[src/rtl/fb_meas_ctrl_pkg.sv]
// Shared definitions for the wheel-encoder feedback measurement block:
// default widths, stream channel encoding and the two FSM state types.
package fb_meas_ctrl_pkg;

    localparam int DEF_CNT_W  = 16;
    localparam int DEF_PER_W  = 27;
    localparam int DEF_DROP_W = 8;

    localparam logic CH_L = 1'b0;
    localparam logic CH_R = 1'b1;

    typedef enum logic {
        W_IDLE = 1'b0,
        W_RUN  = 1'b1
    } win_state_e;

    typedef enum logic [1:0] {
        O_IDLE = 2'd0,
        O_L    = 2'd1,
        O_R    = 2'd2
    } out_state_e;

endpackage

[src/rtl/fb_meas_ctrl_if.sv]
// Valid/ready stream carrying one channel count word per beat.
interface fb_meas_ctrl_if
    import fb_meas_ctrl_pkg::*;
#(
    parameter int CNT_W = DEF_CNT_W
) ();

    logic             meas_valid;
    logic             meas_ready;
    logic             meas_ch;
    logic [CNT_W-1:0] meas_cnt;
    logic             meas_ovf;

    modport master (
        output meas_valid,
        output meas_ch,
        output meas_cnt,
        output meas_ovf,
        input  meas_ready
    );

    modport slave (
        input  meas_valid,
        input  meas_ch,
        input  meas_cnt,
        input  meas_ovf,
        output meas_ready
    );

endinterface

[src/rtl/fb_edge_cnt.sv]
// One feedback channel: 2-FF synchroniser, rising-edge detect, saturating
// edge counter with overflow flag, and a snapshot register loaded on demand.
module fb_edge_cnt
    import fb_meas_ctrl_pkg::*;
#(
    parameter int CNT_W = DEF_CNT_W
) (
    input  logic             clk,
    input  logic             n_rst,
    input  logic             pulse_i,    // asynchronous encoder pin
    input  logic             clr_i,      // restart count at 0 next cycle
    input  logic             load_i,     // capture live count into snapshot
    output logic [CNT_W-1:0] snap_cnt_o,
    output logic             snap_ovf_o
);

    localparam logic [CNT_W-1:0] CNT_MAX  = '1;
    localparam logic [CNT_W-1:0] CNT_NEAR = {{(CNT_W-1){1'b1}}, 1'b0};

    logic             sync1_q, sync2_q, prev_q;
    logic             rise;
    logic [CNT_W-1:0] cnt_q, cnt_d, cnt_live;
    logic             ovf_q, ovf_d, ovf_live;
    logic [CNT_W-1:0] snap_cnt_q, snap_cnt_d;
    logic             snap_ovf_q, snap_ovf_d;

    assign rise = sync2_q & ~prev_q;

    // Synchroniser chain and edge-detect history.
    // NOTE: sequential state uses <= so every flop samples pre-edge values.
    always_ff @(posedge clk or negedge n_rst) begin
        if (!n_rst) begin
            sync1_q <= 1'b0;
            sync2_q <= 1'b0;
            prev_q  <= 1'b0;
        end else begin
            sync1_q <= pulse_i;
            sync2_q <= sync1_q;
            prev_q  <= sync2_q;
        end
    end

    // Live count includes this cycle's edge so a window-end edge is captured.
    // NOTE: defaults first so every path assigns every signal; no latches.
    always_comb begin
        cnt_live   = cnt_q;
        ovf_live   = ovf_q;
        cnt_d      = cnt_q;
        ovf_d      = ovf_q;
        snap_cnt_d = snap_cnt_q;
        snap_ovf_d = snap_ovf_q;
        if (rise) begin
            if (cnt_q != CNT_MAX) begin
                cnt_live = cnt_q + CNT_W'(1);
            end
            // Flag an edge landing on, or pushing the count to, all-ones.
            if (cnt_q == CNT_MAX || cnt_q == CNT_NEAR) begin
                ovf_live = 1'b1;
            end
        end
        if (clr_i) begin
            cnt_d = '0;
            ovf_d = 1'b0;
        end else begin
            cnt_d = cnt_live;
            ovf_d = ovf_live;
        end
        if (load_i) begin
            snap_cnt_d = cnt_live;
            snap_ovf_d = ovf_live;
        end
    end

    // Counter and snapshot registers.
    always_ff @(posedge clk or negedge n_rst) begin
        if (!n_rst) begin
            cnt_q      <= '0;
            ovf_q      <= 1'b0;
            snap_cnt_q <= '0;
            snap_ovf_q <= 1'b0;
        end else begin
            cnt_q      <= cnt_d;
            ovf_q      <= ovf_d;
            snap_cnt_q <= snap_cnt_d;
            snap_ovf_q <= snap_ovf_d;
        end
    end

    assign snap_cnt_o = snap_cnt_q;
    assign snap_ovf_o = snap_ovf_q;

endmodule

[src/rtl/fb_meas_ctrl.sv]
// Feedback measurement scheduler: programmable gate windows over both
// encoder channels, snapshot at window end, left/right words streamed out
// through a single-snapshot buffer with overrun counting.
module fb_meas_ctrl
    import fb_meas_ctrl_pkg::*;
#(
    parameter int CNT_W  = DEF_CNT_W,
    parameter int PER_W  = DEF_PER_W,
    parameter int DROP_W = DEF_DROP_W
) (
    input  logic              clk,
    input  logic              n_rst,
    input  logic              cfg_en,
    input  logic [PER_W-1:0]  cfg_period,
    input  logic              inp_fbp_l,
    input  logic              inp_fbp_r,
    fb_meas_ctrl_if.master    meas,
    output logic              busy,
    output logic [DROP_W-1:0] drop_cnt
);

    win_state_e        win_q, win_d;
    out_state_e        out_q, out_d;
    logic [PER_W-1:0]  win_cnt_q, win_cnt_d;
    logic [PER_W-1:0]  last_q, last_d;      // latched P-1 for the current window
    logic [PER_W-1:0]  eff_last;
    logic [DROP_W-1:0] drop_q, drop_d;
    logic              win_end;
    logic              clr;
    logic              load;
    logic              drop_hit;
    logic              hs;
    logic [CNT_W-1:0]  snap_cnt_l, snap_cnt_r;
    logic              snap_ovf_l, snap_ovf_r;

    // Periods below 2 are stretched to 2 so a window always has an end cycle.
    assign eff_last = (cfg_period < PER_W'(2)) ? PER_W'(1) : cfg_period - PER_W'(1);
    assign win_end  = (win_q == W_RUN) && (win_cnt_q == last_q);
    assign clr      = (win_q != W_RUN) || win_end;
    assign hs       = (out_q != O_IDLE) && meas.meas_ready;

    fb_edge_cnt #(.CNT_W(CNT_W)) u_cnt_l (
        .clk        (clk),
        .n_rst      (n_rst),
        .pulse_i    (inp_fbp_l),
        .clr_i      (clr),
        .load_i     (load),
        .snap_cnt_o (snap_cnt_l),
        .snap_ovf_o (snap_ovf_l)
    );

    fb_edge_cnt #(.CNT_W(CNT_W)) u_cnt_r (
        .clk        (clk),
        .n_rst      (n_rst),
        .pulse_i    (inp_fbp_r),
        .clr_i      (clr),
        .load_i     (load),
        .snap_cnt_o (snap_cnt_r),
        .snap_ovf_o (snap_ovf_r)
    );

    // Window FSM: start on enable, wrap back-to-back, abort on disable.
    always_comb begin
        win_d     = win_q;
        win_cnt_d = win_cnt_q;
        last_d    = last_q;
        case (win_q)
            W_IDLE: begin
                if (cfg_en) begin
                    win_d     = W_RUN;
                    win_cnt_d = '0;
                    last_d    = eff_last;
                end
            end
            W_RUN: begin
                if (win_end) begin
                    // Snapshot is taken even if enable drops on this cycle.
                    win_cnt_d = '0;
                    last_d    = eff_last;
                    if (!cfg_en) begin
                        win_d = W_IDLE;
                    end
                end else if (!cfg_en) begin
                    win_d     = W_IDLE;
                    win_cnt_d = '0;
                end else begin
                    win_cnt_d = win_cnt_q + PER_W'(1);
                end
            end
            default: begin
                win_d = W_IDLE;
            end
        endcase
    end

    // Output FSM: present left then right; reload with no bubble from O_R.
    always_comb begin
        out_d    = out_q;
        load     = 1'b0;
        drop_hit = 1'b0;
        case (out_q)
            O_IDLE: begin
                if (win_end) begin
                    load  = 1'b1;
                    out_d = O_L;
                end
            end
            O_L: begin
                if (hs) begin
                    out_d = O_R;
                end
                if (win_end) begin
                    drop_hit = 1'b1;
                end
            end
            O_R: begin
                if (hs) begin
                    if (win_end) begin
                        load  = 1'b1;
                        out_d = O_L;
                    end else begin
                        out_d = O_IDLE;
                    end
                end else if (win_end) begin
                    drop_hit = 1'b1;
                end
            end
            default: begin
                out_d = O_IDLE;
            end
        endcase
    end

    // Dropped-snapshot counter saturates at all-ones.
    always_comb begin
        drop_d = drop_q;
        if (drop_hit && (drop_q != '1)) begin
            drop_d = drop_q + DROP_W'(1);
        end
    end

    // State registers for both FSMs and the drop counter.
    always_ff @(posedge clk or negedge n_rst) begin
        if (!n_rst) begin
            win_q     <= W_IDLE;
            out_q     <= O_IDLE;
            win_cnt_q <= '0;
            last_q    <= '0;
            drop_q    <= '0;
        end else begin
            win_q     <= win_d;
            out_q     <= out_d;
            win_cnt_q <= win_cnt_d;
            last_q    <= last_d;
            drop_q    <= drop_d;
        end
    end

    assign busy            = (win_q == W_RUN);
    assign drop_cnt        = drop_q;
    assign meas.meas_valid = (out_q != O_IDLE);
    assign meas.meas_ch    = (out_q == O_R) ? CH_R : CH_L;
    assign meas.meas_cnt   = (out_q == O_R) ? snap_cnt_r : snap_cnt_l;
    assign meas.meas_ovf   = (out_q == O_R) ? snap_ovf_r : snap_ovf_l;

endmodule

[src/flat_wrapper.sv]
// flat-port wrapper written by rule: the top's interface ports become plain ports
module fb_meas_ctrl_flat import fb_meas_ctrl_pkg::*;
#(
    parameter int CNT_W  = DEF_CNT_W,
    parameter int PER_W  = DEF_PER_W,
    parameter int DROP_W = DEF_DROP_W
)
  (clk, n_rst, cfg_en, cfg_period, inp_fbp_l, inp_fbp_r, busy, drop_cnt, meas_meas_valid, meas_meas_ch, meas_meas_cnt, meas_meas_ovf, meas_meas_ready);
  fb_meas_ctrl_if #(.CNT_W(CNT_W)) meas_i ();
  input  logic clk;
  input  logic n_rst;
  input  logic cfg_en;
  input  logic [PER_W-1:0] cfg_period;
  input  logic inp_fbp_l;
  input  logic inp_fbp_r;
  output logic busy;
  output logic [DROP_W-1:0] drop_cnt;
  output wire logic [$bits(meas_i.meas_valid)-1:0] meas_meas_valid;
  output wire logic [$bits(meas_i.meas_ch)-1:0] meas_meas_ch;
  output wire logic [$bits(meas_i.meas_cnt)-1:0] meas_meas_cnt;
  output wire logic [$bits(meas_i.meas_ovf)-1:0] meas_meas_ovf;
  input wire logic [$bits(meas_i.meas_ready)-1:0] meas_meas_ready;
  assign meas_meas_valid = meas_i.meas_valid;
  assign meas_meas_ch = meas_i.meas_ch;
  assign meas_meas_cnt = meas_i.meas_cnt;
  assign meas_meas_ovf = meas_i.meas_ovf;
  assign meas_i.meas_ready = meas_meas_ready;
  fb_meas_ctrl #(.CNT_W(CNT_W), .PER_W(PER_W), .DROP_W(DROP_W)) u_core (.clk(clk), .n_rst(n_rst), .cfg_en(cfg_en), .cfg_period(cfg_period), .inp_fbp_l(inp_fbp_l), .inp_fbp_r(inp_fbp_r), .meas(meas_i), .busy(busy), .drop_cnt(drop_cnt));
endmodule
[config.mk]
export PLATFORM = sky130hd
export DESIGN_NAME = fb_meas_ctrl_flat
export DESIGN_NICKNAME = d
export VERILOG_FILES = /design/src/rtl/fb_meas_ctrl_pkg.sv /design/src/rtl/fb_meas_ctrl_if.sv /design/src/rtl/fb_edge_cnt.sv /design/src/rtl/fb_meas_ctrl.sv /design/src/flat_wrapper.sv
export SDC_FILE = /design/constraint.sdc
export NUM_CORES = 1
export LEC_CHECK = 0
export BUFFER_PORTS_ARGS = -buffer_cell sky130_fd_sc_hd__buf_2
export CAP_MARGIN = 20
export CORE_MARGIN = 2
export CORE_UTILIZATION = 25
export DETAILED_ROUTE_END_ITERATION = 12
export SYNTH_ARGS = -nofsm -noshare
export SYNTH_HDL_FRONTEND = slang
export SYNTH_SLANG_ARGS = --single-unit
export TNS_END_PERCENT = 50
[constraint.sdc]
create_clock -name clk -period 2.9 [get_ports clk]
set_input_delay 0.435 -clock clk [delete_from_list [all_inputs] [get_ports clk]]
set_output_delay 0.435 -clock clk [all_outputs]
set_load 0.005 [all_outputs]
==> impl_results.md <==
- Iteration-0 DRC Markers: 260
- Post-synthesis compound-gate area fraction: 0.108
- Final worst setup slack: 0.398 ns
- Post-CTS setup buffer count: 0
- CTS buffer count: 17
- Final cell count without fillers: 1243
- First-pass GRT wire length: 28.6 mm
- Asr flop ratio synth: 1.00
- Pleak: 0.00382 uW
- Pint: 3400 uW
- Fill cell count: 3174
- Drt pass-1 iters: 4
- Pre-CTS worst setup slack: 0.406 ns
- Final setup violation count: 0
- Inserted Diodes: 0
- Post-synthesis mux area share: 0.0578
- Placed cells: 1210
- Synth top area share: 0.457
- Syn_area_per_cell: 9.77 sq um
- Die area: 31900 sq um
- Routed len/inst: 13.7 um
- Max-slew headroom: 0.632
- Hold_ws: 0.121 ns
- Global route overflow: 0
- Hold Path Stages: 1
- Synth Instances: 780
- Clock-pin slew on the worst setup and hold paths: 0.06 ns
- Layout cell share with drive strength beyond 1: 0.185
- Post-Synth Simple-Gate Area: 0.206
- Clock root buffer: clkbuf_16
- Comb pwr share: 0.101
- Die width: 179 um
- IO Port Bufs: 60
- Final Critical Period: 2.50 ns
- Clk_skew: 0.0135 ns
- Crit. End Element: flop
- GR Util All Layers: 0.114
- CP startpoint kind: flop
- Mapped Area: 7620 sq um
- Post-synthesis sequential element count: 139
- Post-synthesis xor/xnor area fraction: 0.0989
- H-tree Lvls: 4
- CTS tree: built
- Vias in the first global route: 5556
- Period Utilization, post-route: 0.863
- CTS sink cnt: 139
- Area of the core: 29800 sq um
- Hold-fix buffers, CTS: 1
- Top_reg_cell synth: dfrtp_1
- Clock power share: 0.449
- Post-synth EDFFs: 0
- Synth top cells by count: 139 x dfrtp_1, 98 x nand2_1, 74 x nor2_1
- Setup TNS: 0 ns
- R2r worst-path depth: 6
- Achievable Freq: 400 MHz
- Cell taking the most area after synthesis: dfrtp_1
- Syn Nets: 825
- Pwr Total: 4600 uW
- Max VDD drop: 404 uV
- P_sw: 1200 uW
- DIE HEIGHT: 179 um
- Area delta synth->final: 17.6%
- Slew of the pin with the lowest slew margin: 0.552 ns
- Via/cell ratio: 4.55
- Top-Level Pins: 61
- Clock buffer depth: 2
- DRC viols: 0
- Crit path max fanout: 26
- Total Wirelength: 17.1 mm
- Final Hold Fails: 0
- Max Cap Viol: 0
- Nets: 885
- Post-synth cell types: 58
- Part of the power in registers: 0.450
- RSZ-0062 raised after global routing: no
- # rows: 63
- Initial antenna violation count: 0
- Final HPWL from detailed placement: 12.2 mm
- Post-Synth Adder-Cell Area: 0.0197
- Routability Congestion: 0.794
- Largest family of logic cells by synthesized area: simple AND/OR/NAND/NOR gates
- Status: completed
- Power density cells: 513 nW/um^2
- Setup CP Type: flop to flop
- Maximum number of pins on one net before global-route repair: 57
- Routed via count: 5659
- WP data required: 3.23 ns
- Largest cells by area after synthesis: dfrtp_1 46%, xnor2_1 6.0%, nand2_1 4.8%
- Initial core utilization: 0.256
- Final Slew Violations: 0
- Sw frac: 0.260
- WP data arrival: 2.83 ns
- Hold Crit Class: input port to flop
- Sequential element share of the synthesized area: 0.457
- Most numerous cell in the Yosys netlist: dfrtp_1
- Insertion delay to the later sink of the worst-skew pair: 0.42 ns
- Ys Warns: 0
- Post-CTS sizing: 0
- Number of nets still failing antenna checks after routing: 0
-- worst max-delay path: stages (launching register included) --
cell and delay [ns]:
dfrtp_1 0.44, xor2_1 0.19, nor4_2 0.36, nand4_2 0.22
o32a_2 0.65, buf_4 0.30, o31ai_2 0.24
-- metrics by stage --
step	util	area [sq um]
detailed placement	0.281	8390
global placement	0.281	8390
CTS	0.301	8960
global route	0.301	8960
floorplan	-	7620
finish	0.301	8960
-- area by class of cell --
| cell class | instances | area [sq um] | area share |
|---|---|---|---|
| sequential | 139 | 3480 | 0.388 |
| clock buffer | 19 | 443 | 0.0494 |
| clock inverter | 13 | 119 | 0.0133 |
| timing repair buffer | 76 | 492 | 0.0549 |
| inverter | 52 | 195 | 0.0218 |
| tap | 390 | 488 | 0.0545 |
| multi-input combinational | 554 | 3740 | 0.418 |
-- power groups by stage --
| stage | clock network [uW] | logic [uW] | registers, uW |
|---|---|---|---|
| after floorplan | 0 | 291 | 2080 |
| after global placement | 0 | 465 | 2100 |
| after detailed placement | 0 | 473 | 2100 |
| after CTS | 2120 | 476 | 2070 |
| after global routing | 2210 | 530 | 2080 |
| final | 2060 | 465 | 2070 |
-- flip-flops by register name, summed over array words and instances (netlist names) --
name	flops
u_core.busy	1
u_core.drop_cnt	8
u_core.last_q	27
u_core.out_q	2
u_core.u_cnt_l.cnt_q	16
u_core.u_cnt_l.ovf_q	1
u_core.u_cnt_l.prev_q	1
u_core.u_cnt_l.snap_cnt_o	16
u_core.u_cnt_l.snap_ovf_o	1
u_core.u_cnt_l.sync1_q	1
u_core.u_cnt_l.sync2_q	1
u_core.u_cnt_r.cnt_q	16
u_core.u_cnt_r.ovf_q	1
u_core.u_cnt_r.prev_q	1
u_core.u_cnt_r.snap_cnt_o	16
u_core.u_cnt_r.snap_ovf_o	1
u_core.u_cnt_r.sync1_q	1
u_core.u_cnt_r.sync2_q	1
u_core.win_cnt_q	27
-- cells by family after synthesis --
family          Yosys count
simple gates            310
flops                   139
compound gates          103
buf+inv                  87
xor+xnor                 86
mux                      43
fa+ha+maj                12
-- metal layers --
layer | track usage | up-vias | wire length [um]
li1 | - | 2807 | -
met1 | 0.153 | 2753 | 8320
met2 | 0.177 | 86 | 7900
met3 | 0.0320 | 13 | 670
met4 | 0.0315 | 0 | 177
met5 | 0 | - | 0
-- final timing paths --
kind | slack [ns] | startpoint | to
max in group asynchronous | 1.55 | n_rst | u_core.last_q[10]$_DFFE_PN0P_
max | 0.40 | u_core.win_cnt_q[1]$_DFFE_PN0P_ | u_core.last_q[17]$_DFFE_PN0P_
min in group asynchronous | 0.53 | n_rst | u_core.u_cnt_l.cnt_q[5]$_DFF_PN0_
min reg2reg | 0.35 | u_core.u_cnt_l.sync1_q$_DFF_PN0_ | u_core.u_cnt_l.sync2_q$_DFF_PN0_
max reg2reg | 0.40 | u_core.win_cnt_q[1]$_DFFE_PN0P_ | u_core.last_q[17]$_DFFE_PN0P_
min | 0.12 | inp_fbp_r | u_core.u_cnt_r.sync1_q$_DFF_PN0_
-- layout by cell type (no fill, tap or decap), types with 18 or more instances in the layout --
cell type / instances
nor2_1: 74
o21ai_0: 26
nor3_1: 18
xnor2_1: 52
xor2_1: 34
o31ai_2: 24
mux2i_1: 35
dfrtp_1: 139
and3_1: 18
nand3_1: 33
nand2_1: 98
inv_1: 52
buf_2: 59
Power figures use the tool's default switching activity.
